--- config.mk ---
export PLATFORM = sky130hd
export DESIGN_NAME = binary_to_bcd
export DESIGN_NICKNAME = d
export VERILOG_FILES = /design/src/rtl/binary_to_bcd_pkg.sv /design/src/rtl/binary_to_bcd_digit_adjust.sv /design/src/rtl/binary_to_bcd.sv
export SDC_FILE = /design/constraint.sdc
export NUM_CORES = 1
export LEC_CHECK = 0
export ABC_AREA = 1
export BUFFER_PORTS_ARGS = -buffer_cell sky130_fd_sc_hd__buf_2
export CORE_MARGIN = 8
export CORE_UTILIZATION = 30
export CTS_CLUSTER_SIZE = 40
export DETAILED_ROUTE_END_ITERATION = 12
export GPL_ROUTABILITY_DRIVEN = 0
export PLACE_DENSITY_LB_ADDON = 0.2
export RECOVER_POWER = 100
export SLEW_MARGIN = 20
export SYNTH_ARGS = -nofsm -noshare
export SYNTH_HDL_FRONTEND = slang
export SYNTH_SLANG_ARGS = --single-unit
--- constraint.sdc ---
create_clock -name clk -period 1.75 [get_ports clk]
set_input_delay 0.175 -clock clk [delete_from_list [all_inputs] [get_ports clk]]
set_output_delay 0.175 -clock clk [all_outputs]
set_load 0.02 [all_outputs]
--- src/rtl/binary_to_bcd_pkg.sv ---
// Shared definitions for the sequential double-dabble converter:
// FSM encoding, digit-adjust constants and the elaboration-time range helper.
package binary_to_bcd_pkg;

    typedef enum logic [1:0] {
        BCD_IDLE  = 2'd0,
        BCD_SHIFT = 2'd1,
        BCD_DONE  = 2'd2
    } bcd_state_e;

    localparam logic [3:0] BCD_ADJ_THRESHOLD = 4'd5;
    localparam logic [3:0] BCD_ADJ_INC       = 4'd3;

    function automatic logic [63:0] pow10(input int unsigned n);
        logic [63:0] p;
        p = 64'd1;
        for (int unsigned k = 0; k < n; k++) begin
            p = p * 64'd10;
        end
        return p;
    endfunction

    // True when DIGITS decimal digits can hold the largest WIDTH-bit value.
    function automatic logic digits_sufficient(input int unsigned w, input int unsigned d);
        return (d <= 32'd19) && (pow10(d) > ((64'd1 << w) - 64'd1));
    endfunction

endpackage

--- src/rtl/binary_to_bcd_digit_adjust.sv ---
// Double-dabble per-digit correction: a BCD digit of 5 or more gets 3 added
// so the following left shift carries correctly into the next digit.
module bcd_digit_adjust
    import binary_to_bcd_pkg::*;
(
    input  logic [3:0] digit_i,
    output logic [3:0] digit_o
);

    // Input never exceeds 9, so the sum stays within 4 bits.
    always_comb begin
        if (digit_i >= BCD_ADJ_THRESHOLD) begin
            digit_o = digit_i + BCD_ADJ_INC;
        end else begin
            digit_o = digit_i;
        end
    end

endmodule

--- src/rtl/binary_to_bcd.sv ---
// Sequential binary-to-BCD converter (one bit per cycle) with a leading-zero
// blank mask; results are held in output registers between conversions.
module binary_to_bcd
    import binary_to_bcd_pkg::*;
#(
    parameter int WIDTH  = 16,
    parameter int DIGITS = 5
) (
    input  logic                  clk,
    input  logic                  reset,
    input  logic [WIDTH-1:0]      value,
    input  logic                  start,
    output logic                  ready,
    output logic                  done,
    output logic [4*DIGITS-1:0]   bcd,
    output logic [DIGITS-1:0]     blank
);

    localparam int CW = $clog2(WIDTH + 1);
    localparam logic [CW-1:0]     CNT_LOAD  = CW'(WIDTH);
    localparam logic [CW-1:0]     CNT_LAST  = CW'(1);
    localparam logic [DIGITS-1:0] BLANK_RST = ~(DIGITS'(1));

    if ((WIDTH < 4) || (WIDTH > 32)) begin : g_bad_width
        $fatal(1, "binary_to_bcd: WIDTH must be in 4..32");
    end
    if (!digits_sufficient(WIDTH, DIGITS)) begin : g_bad_digits
        $fatal(1, "binary_to_bcd: DIGITS too small for WIDTH");
    end

    bcd_state_e             state_q, state_d;
    logic [WIDTH-1:0]       shift_q, shift_d;
    logic [4*DIGITS-1:0]    scratch_q, scratch_d;
    logic [CW-1:0]          cnt_q, cnt_d;
    logic [4*DIGITS-1:0]    bcd_q, bcd_d;
    logic [DIGITS-1:0]      blank_q, blank_d;
    logic                   done_q, done_d;

    logic [4*DIGITS-1:0]    adj_s;
    logic [4*DIGITS-1:0]    scratch_shift_s;
    logic [DIGITS-1:0]      blank_s;
    logic                   zero_run_s;

    for (genvar g = 0; g < DIGITS; g++) begin : g_adj
        bcd_digit_adjust u_adj (
            .digit_i (scratch_q[4*g +: 4]),
            .digit_o (adj_s[4*g +: 4])
        );
    end

    // Adjusted scratch shifted left, taking in the next operand bit.
    assign scratch_shift_s = {adj_s[4*DIGITS-2:0], shift_q[WIDTH-1]};

    // Leading-zero mask of the scratch value that becomes the result.
    always_comb begin
        blank_s    = '0;
        zero_run_s = 1'b1;
        for (int i = DIGITS - 1; i >= 1; i--) begin
            zero_run_s = zero_run_s & (scratch_shift_s[4*i +: 4] == 4'd0);
            blank_s[i] = zero_run_s;
        end
    end

    // Next-state and datapath control.
    always_comb begin
        state_d   = state_q;
        shift_d   = shift_q;
        scratch_d = scratch_q;
        cnt_d     = cnt_q;
        bcd_d     = bcd_q;
        blank_d   = blank_q;
        done_d    = 1'b0;
        case (state_q)
            BCD_IDLE: begin
                if (start) begin
                    shift_d   = value;
                    scratch_d = '0;
                    cnt_d     = CNT_LOAD;
                    state_d   = BCD_SHIFT;
                end else begin
                    state_d   = BCD_IDLE;
                end
            end
            BCD_SHIFT: begin
                shift_d   = {shift_q[WIDTH-2:0], 1'b0};
                scratch_d = scratch_shift_s;
                cnt_d     = cnt_q - CW'(1);
                if (cnt_q == CNT_LAST) begin
                    state_d = BCD_DONE;
                    bcd_d   = scratch_shift_s;
                    blank_d = blank_s;
                    done_d  = 1'b1;
                end else begin
                    state_d = BCD_SHIFT;
                end
            end
            BCD_DONE: begin
                state_d = BCD_IDLE;
            end
            default: begin
                state_d = BCD_IDLE;
            end
        endcase
    end

    // State, datapath and output registers.
    always_ff @(posedge clk or posedge reset) begin
        if (reset) begin
            state_q   <= BCD_IDLE;
            shift_q   <= '0;
            scratch_q <= '0;
            cnt_q     <= '0;
            bcd_q     <= '0;
            blank_q   <= BLANK_RST;
            done_q    <= 1'b0;
        end else begin
            state_q   <= state_d;
            shift_q   <= shift_d;
            scratch_q <= scratch_d;
            cnt_q     <= cnt_d;
            bcd_q     <= bcd_d;
            blank_q   <= blank_d;
            done_q    <= done_d;
        end
    end

    assign ready = (state_q == BCD_IDLE);
    assign done  = done_q;
    assign bcd   = bcd_q;
    assign blank = blank_q;

endmodule

* Word level (Yosys, flattened, before mapping)
Index checks and enable logic that the tools add are counted.
** Storage, ports and cells
- Input port bits :: 19
- Flip-flop bits (word level) :: 68
- Output and inout bits :: 27
** Cells by class
- Mux-type cells :: 16
- $add $sub $neg :: 6
- Equality and inequality tests :: 3
- Magnitude comparators :: 5
- Reduce and logical (&&, ||, !) cells :: 8
- Bitwise logic cells :: 3
** Operator list (number)
- one-hot mux 20 bit (2 select lines) :: 1
- one-hot mux 16 bit (2 select lines) :: 1
- >= comparator 4 x 3 -> 1 bit, second input constant :: 5
- 2-to-1 mux 20 bit :: 1
- adder 4 x 2 -> 4 bit, second input constant :: 4
- zero test 4 bit :: 4
- 2-to-1 mux 16 bit :: 1
- 2-to-1 mux 4 bit :: 4
- one-hot mux 5 bit (2 select lines) :: 1
- == test 5 x 1 -> 1 bit, second input constant :: 1
- 2-to-1 mux 5 bit :: 1
- subtractor 5 x 1 -> 5 bit, second input constant :: 1
- one-hot mux 2 bit (2 select lines) :: 1
- AND reduction 2 bit :: 2
- adder 3 x 2 -> 3 bit, second input constant :: 1
- AND 1 bit :: 3
- 2-to-1 mux 1 bit :: 3
- 2-to-1 mux 3 bit :: 1
- == test 2 x 1 -> 1 bit, second input constant :: 1
- zero test 2 bit :: 1
- 2-to-1 mux 2 bit :: 1
- != test 2 bit, second input constant :: 1
- nonzero test 2 bit :: 1

* Longest topological paths before layout
- Word-level depth :: 6
- Gate-level depth with buffers :: 11
- Depth with buffers taken out :: 11

* Hierarchy
Synthesis repeated with hierarchy kept, for this count alone.
** Unflattened totals
- Cell total of the unflattened synthesis :: 419
- Area total of the unflattened synthesis :: 3554.7 µm²
** By module, submodules not included
- binary_to_bcd :: times used 1, cells an instance 304, area each 2879.0 µm², sequential area each 1681.6 µm²
- bcd_digit_adjust :: times used 5, cells an instance 23, area each 135.1 µm², sequential area each 0.0 µm²

* Worst setup path after synthesis
Ideal clock, no wire load.
- Path kind :: reg-to-reg
- From :: reg, netlist name done
- To :: reg scratch_q[10]
- Cell stages (with the launch flop) :: 8
- Required time :: 1.619 ns
- Arrival :: 1.363 ns
- Setup time :: 0.131 ns
- Path buffers :: 1
- Clock period less this slack :: 1.494 ns
- Path slack :: 0.256 ns
- Path through :: dfrtp_1 > nor2_2 > nand2_2 > inv_4 > nor2_8 > inv_2 > buf_6 > o22ai_2
** RTL lines
- end signal, assigned :: RTL line binary_to_bcd.sv:119 : scratch_q <= scratch_d;
- end, declared :: RTL line binary_to_bcd.sv:33 : logic [4*DIGITS-1:0] scratch_q, scratch_d;

* Worst setup path after layout
- From :: reg scratch_q[12]
- To :: reg blank_q[1], in the netlist blank[1]
** Between the ends
- Longest elaborated chain between the ends :: 6
- Elaborated cells on any way between the ends :: 8
- Classes of those cells :: add/sub (1); order compare (1); mux (1); bitwise (3); reduce/logical (2)
** RTL lines
- adder 4 x 2 -> 4 bit or >= comparator 4 x 3 -> 1 bit (tied branches) :: RTL line binary_to_bcd_digit_adjust.sv:13, binary_to_bcd_digit_adjust.sv:12
- 2-to-1 mux 4 bit (*) :: RTL line binary_to_bcd_digit_adjust.sv:12 : if (digit_i >= BCD_ADJ_THRESHOLD) begin
- zero test 4 bit :: RTL line binary_to_bcd.sv:59 : zero_run_s = zero_run_s & (scratch_shift_s[4*i +: 4] == 4'd0);
- AND 1 bit (*) (3 in series) :: RTL line binary_to_bcd.sv:59
- end signal, assigned :: RTL line binary_to_bcd.sv:122 : blank_q <= blank_d;
- end, declared :: RTL line binary_to_bcd.sv:36 : logic [DIGITS-1:0] blank_q, blank_d;
Every way passes the cells marked *; elsewhere a longest branch is shown, timed or not.
A chain may end at the register's enable or synchronous reset.

==> flow_summary.toml <==
[status]
outcome = "complete, no violations"

[clock_tree]
tritoncts = "yes"
h-tree-depth = 3
cts_sinks = 67
path_clk_slew_ns = 0.07
root_buffer = "clkbuf_8"
clk_latency_ns = 0.33
clockBufferDepth = 2
cts_made_buffers = 9

[global_route]
grt-ovfl-total = 0
antenna_found_initial = 0
grt_pass1_wl_mm = 12.8
grt_pass1_vias = 2724
grt_start_max_net_pins = 68
grt_use_total = 0.108

[synthesis]
yosysWarnings = 0
synth_seq_cells = 67
synth_nets = 404
synth-seq-area-share = 0.512
syn_area_um2 = 3280
synthCells = 373
synth_cell_types = 33
syn_avg_cell_area_um2 = 8.80

[die]
die_height_um = 121
ioPinCount = 46
rows = 38
fp.dieW_um = 121
fp.dieArea_um2 = 14500
core-area_um2 = 10700
initial_utilization = 0.306

[worst_setup_path]
crit_fanout = 4
critPathMaxStageDelay_ns = 0.38
end_kind = "flop"
crit_type = "flop to flop"
arrival_ns = 1.85
worst-r2r-cell-count = 10
slowest_stage = "dfrtp_1"
cp-start-kind = "flop"
cp_data_required_time_ns = 2.02
crit_chain = "inv_1 > ha_1 > inv_1 > nand2_1 > nand4_1 > nand2_2 > nand2_1 > nor2_2 > nand4_1 > nand2_1"
critical_path_depth = 10
timing.critical_path.buf_inv = 2
crit_family = "simple AND/OR/NAND/NOR gates"
crit_path_frequent_cell = "nand2_1"

[power_and_ir_drop]
seqPwrFrac = 0.353
internal-power_w = 0.00417
clockPowerShare = 0.160
ir_drop_mv = 0.643
power_switching_w = 0.00344
p_leak_nw = 1.86
pwr-share-comb = 0.487
swShare = 0.453
power.density_nw_per_um2 = 2010

[timing]
max_freq_mhz = 632
grt_setup_unrepaired = "false"
relSlewSlack = 0.369
final.setup_skew_ns = 0.00962
finalCriticalPeriod_ns = 1.58
worst_slack_ns = 0.167
slew_violations = 0
setup_violations = 0
period_share = 0.905
fin_setup_tns_ns = 0
finalHoldViolCount = 0
tightest_slew_ns = 0.947

[place]
place_ws_ns = 0.0865
dp_cells = 552
placed_cell_area_um2 = 3680
dp_hpwl_mm = 5.15
port_buffers = 44

[run]
cap_viol_max_count = 0

[detailed_routing]
ant_nets = 0
finalWirelength_mm = 7.62
viasPerCell = 4.60
dr_total_vias = 2631
drcViolationCount = 0
wl_per_cell_um = 13.3
firstDrtPassIters = 6
drt_iter0_drc = 168

[finish]
fin_util = 0.353
insertedDiodeCount = 0
final_cell_mix = "121 x nand2_1, 63 x dfrtp_1, 32 x inv_1, 31 x clkbuf_1, 26 x o21ai_0"
mostFrequentLayoutCell = "nand2_1"
nNetsFinal = 458
drive_above_1_share = 0.157
final.fill_count = 1190
area_growth_pct = 15.5
fin_area_um2 = 3790
stdcell_count = 572

[hold_path]
hold_path_class = "input port to flop"
whs_path_depth = 3
-- per-stage QoR --
step           total power [W]  hold slack, ns
6_report               0.00761          0.0538
5_1_grt                0.00833          0.0403
4_1_cts                0.00789          0.0284
3_5_place_dp           0.00660           0.312
3_3_place_gp           0.00654           0.309
2_1_floorplan          0.00558           0.303
-- cell type report --
cell class                 instances  area, um2  area share
inverter                          39        153      0.0402
timing repair buffer              56        280      0.0739
tap                              140        175      0.0462
clock buffer                      13        139      0.0366
multi-input combinational        254       1330       0.349
sequential                        67       1680       0.443
clock inverter                     3       40.0      0.0106
-- worst paths after layout --
kind	from	end	slack, ns
max	scratch_q[12]	blank[1]	0.17
min reg2reg	cnt_q[4]	cnt_q[4]	0.47
max in group asynchronous	reset	bcd[17]	0.40
max reg2reg	scratch_q[12]	blank[1]	0.17
min in group asynchronous	reset	cnt_q[2]	0.72
min	value[3]	shift_q[3]	0.05
-- routing by layer --
layer / vias to the layer above / part of all wire / GRT usage
met1: 1223 / 0.47 / 0.134
met3: 12 / 0.062 / 0.0345
met5: - / 0 / 0
met2: 74 / 0.45 / 0.173
met4: 0 / 0.016 / 0.0406
li1: 1322 / - / -
-- cell families (layout without fill, tap and decap cells) --
kind of cell,count (synthesis),in the layout,synth area share
flops,67,67,0.512
simple gates,181,181,0.246
other cells,1,1,0.00114
compound gates,58,58,0.119
fa+ha+maj,12,12,0.0457
xor+xnor,1,1,0.00267
buf+inv,52,111,0.0705
mux,1,1,0.00305
-- Yosys cell counts (all sizes together) --
cell type	number	share of area
a22o	1	0.0027
a21oi	2	0.0030
nor2	18	0.034
xor2	1	0.0027
clkbuf	3	0.0034
mux2i	1	0.0030
conb	1	0.0011
nand4	10	0.024
nand3	26	0.040
dfstp	4	0.032
a22oi	1	0.0023
o22ai	19	0.053
nor4	1	0.0038
o21ai	32	0.049
inv	39	0.045
ha	12	0.046
buf	10	0.022
dfrtp	63	0.48
a41oi	1	0.0027
o211ai	1	0.0038
a21boi	1	0.0023
nand2	126	0.14
-- worst min-delay path, delay by kind of cell --
family / cells / cell delay (ns)
buffers and inverters: 1 / 0.07
AND/OR/NAND/NOR: 2 / 0.11
-- sequential cells by signal, summed over array words and instances, names as in the netlist --
signal,count
shift_q,16
done,1
cnt_q,5
scratch_q,20
bcd,20
blank,4
state_q,1
-- repair_timing --
item | 4_1_cts | 5_1_grt
setup endpoints to repair | 0 | 3
hold buffers | 1 | 0
buffers inserted | 0 | 3
hold endpoints to repair | 63 | 0
gates resized for setup | 0 | 10
-- power groups by stage --
stage / clock, W / sequential, W / combinational (W)
floorplan: 0 / 0.00291 / 0.00267
global placement: 0 / 0.00270 / 0.00384
detailed placement: 0 / 0.00271 / 0.00389
CTS: 0.00128 / 0.00269 / 0.00392
global route: 0.00135 / 0.00279 / 0.00420
finish: 0.00121 / 0.00269 / 0.00371
(Power assumes the default switching activity.)
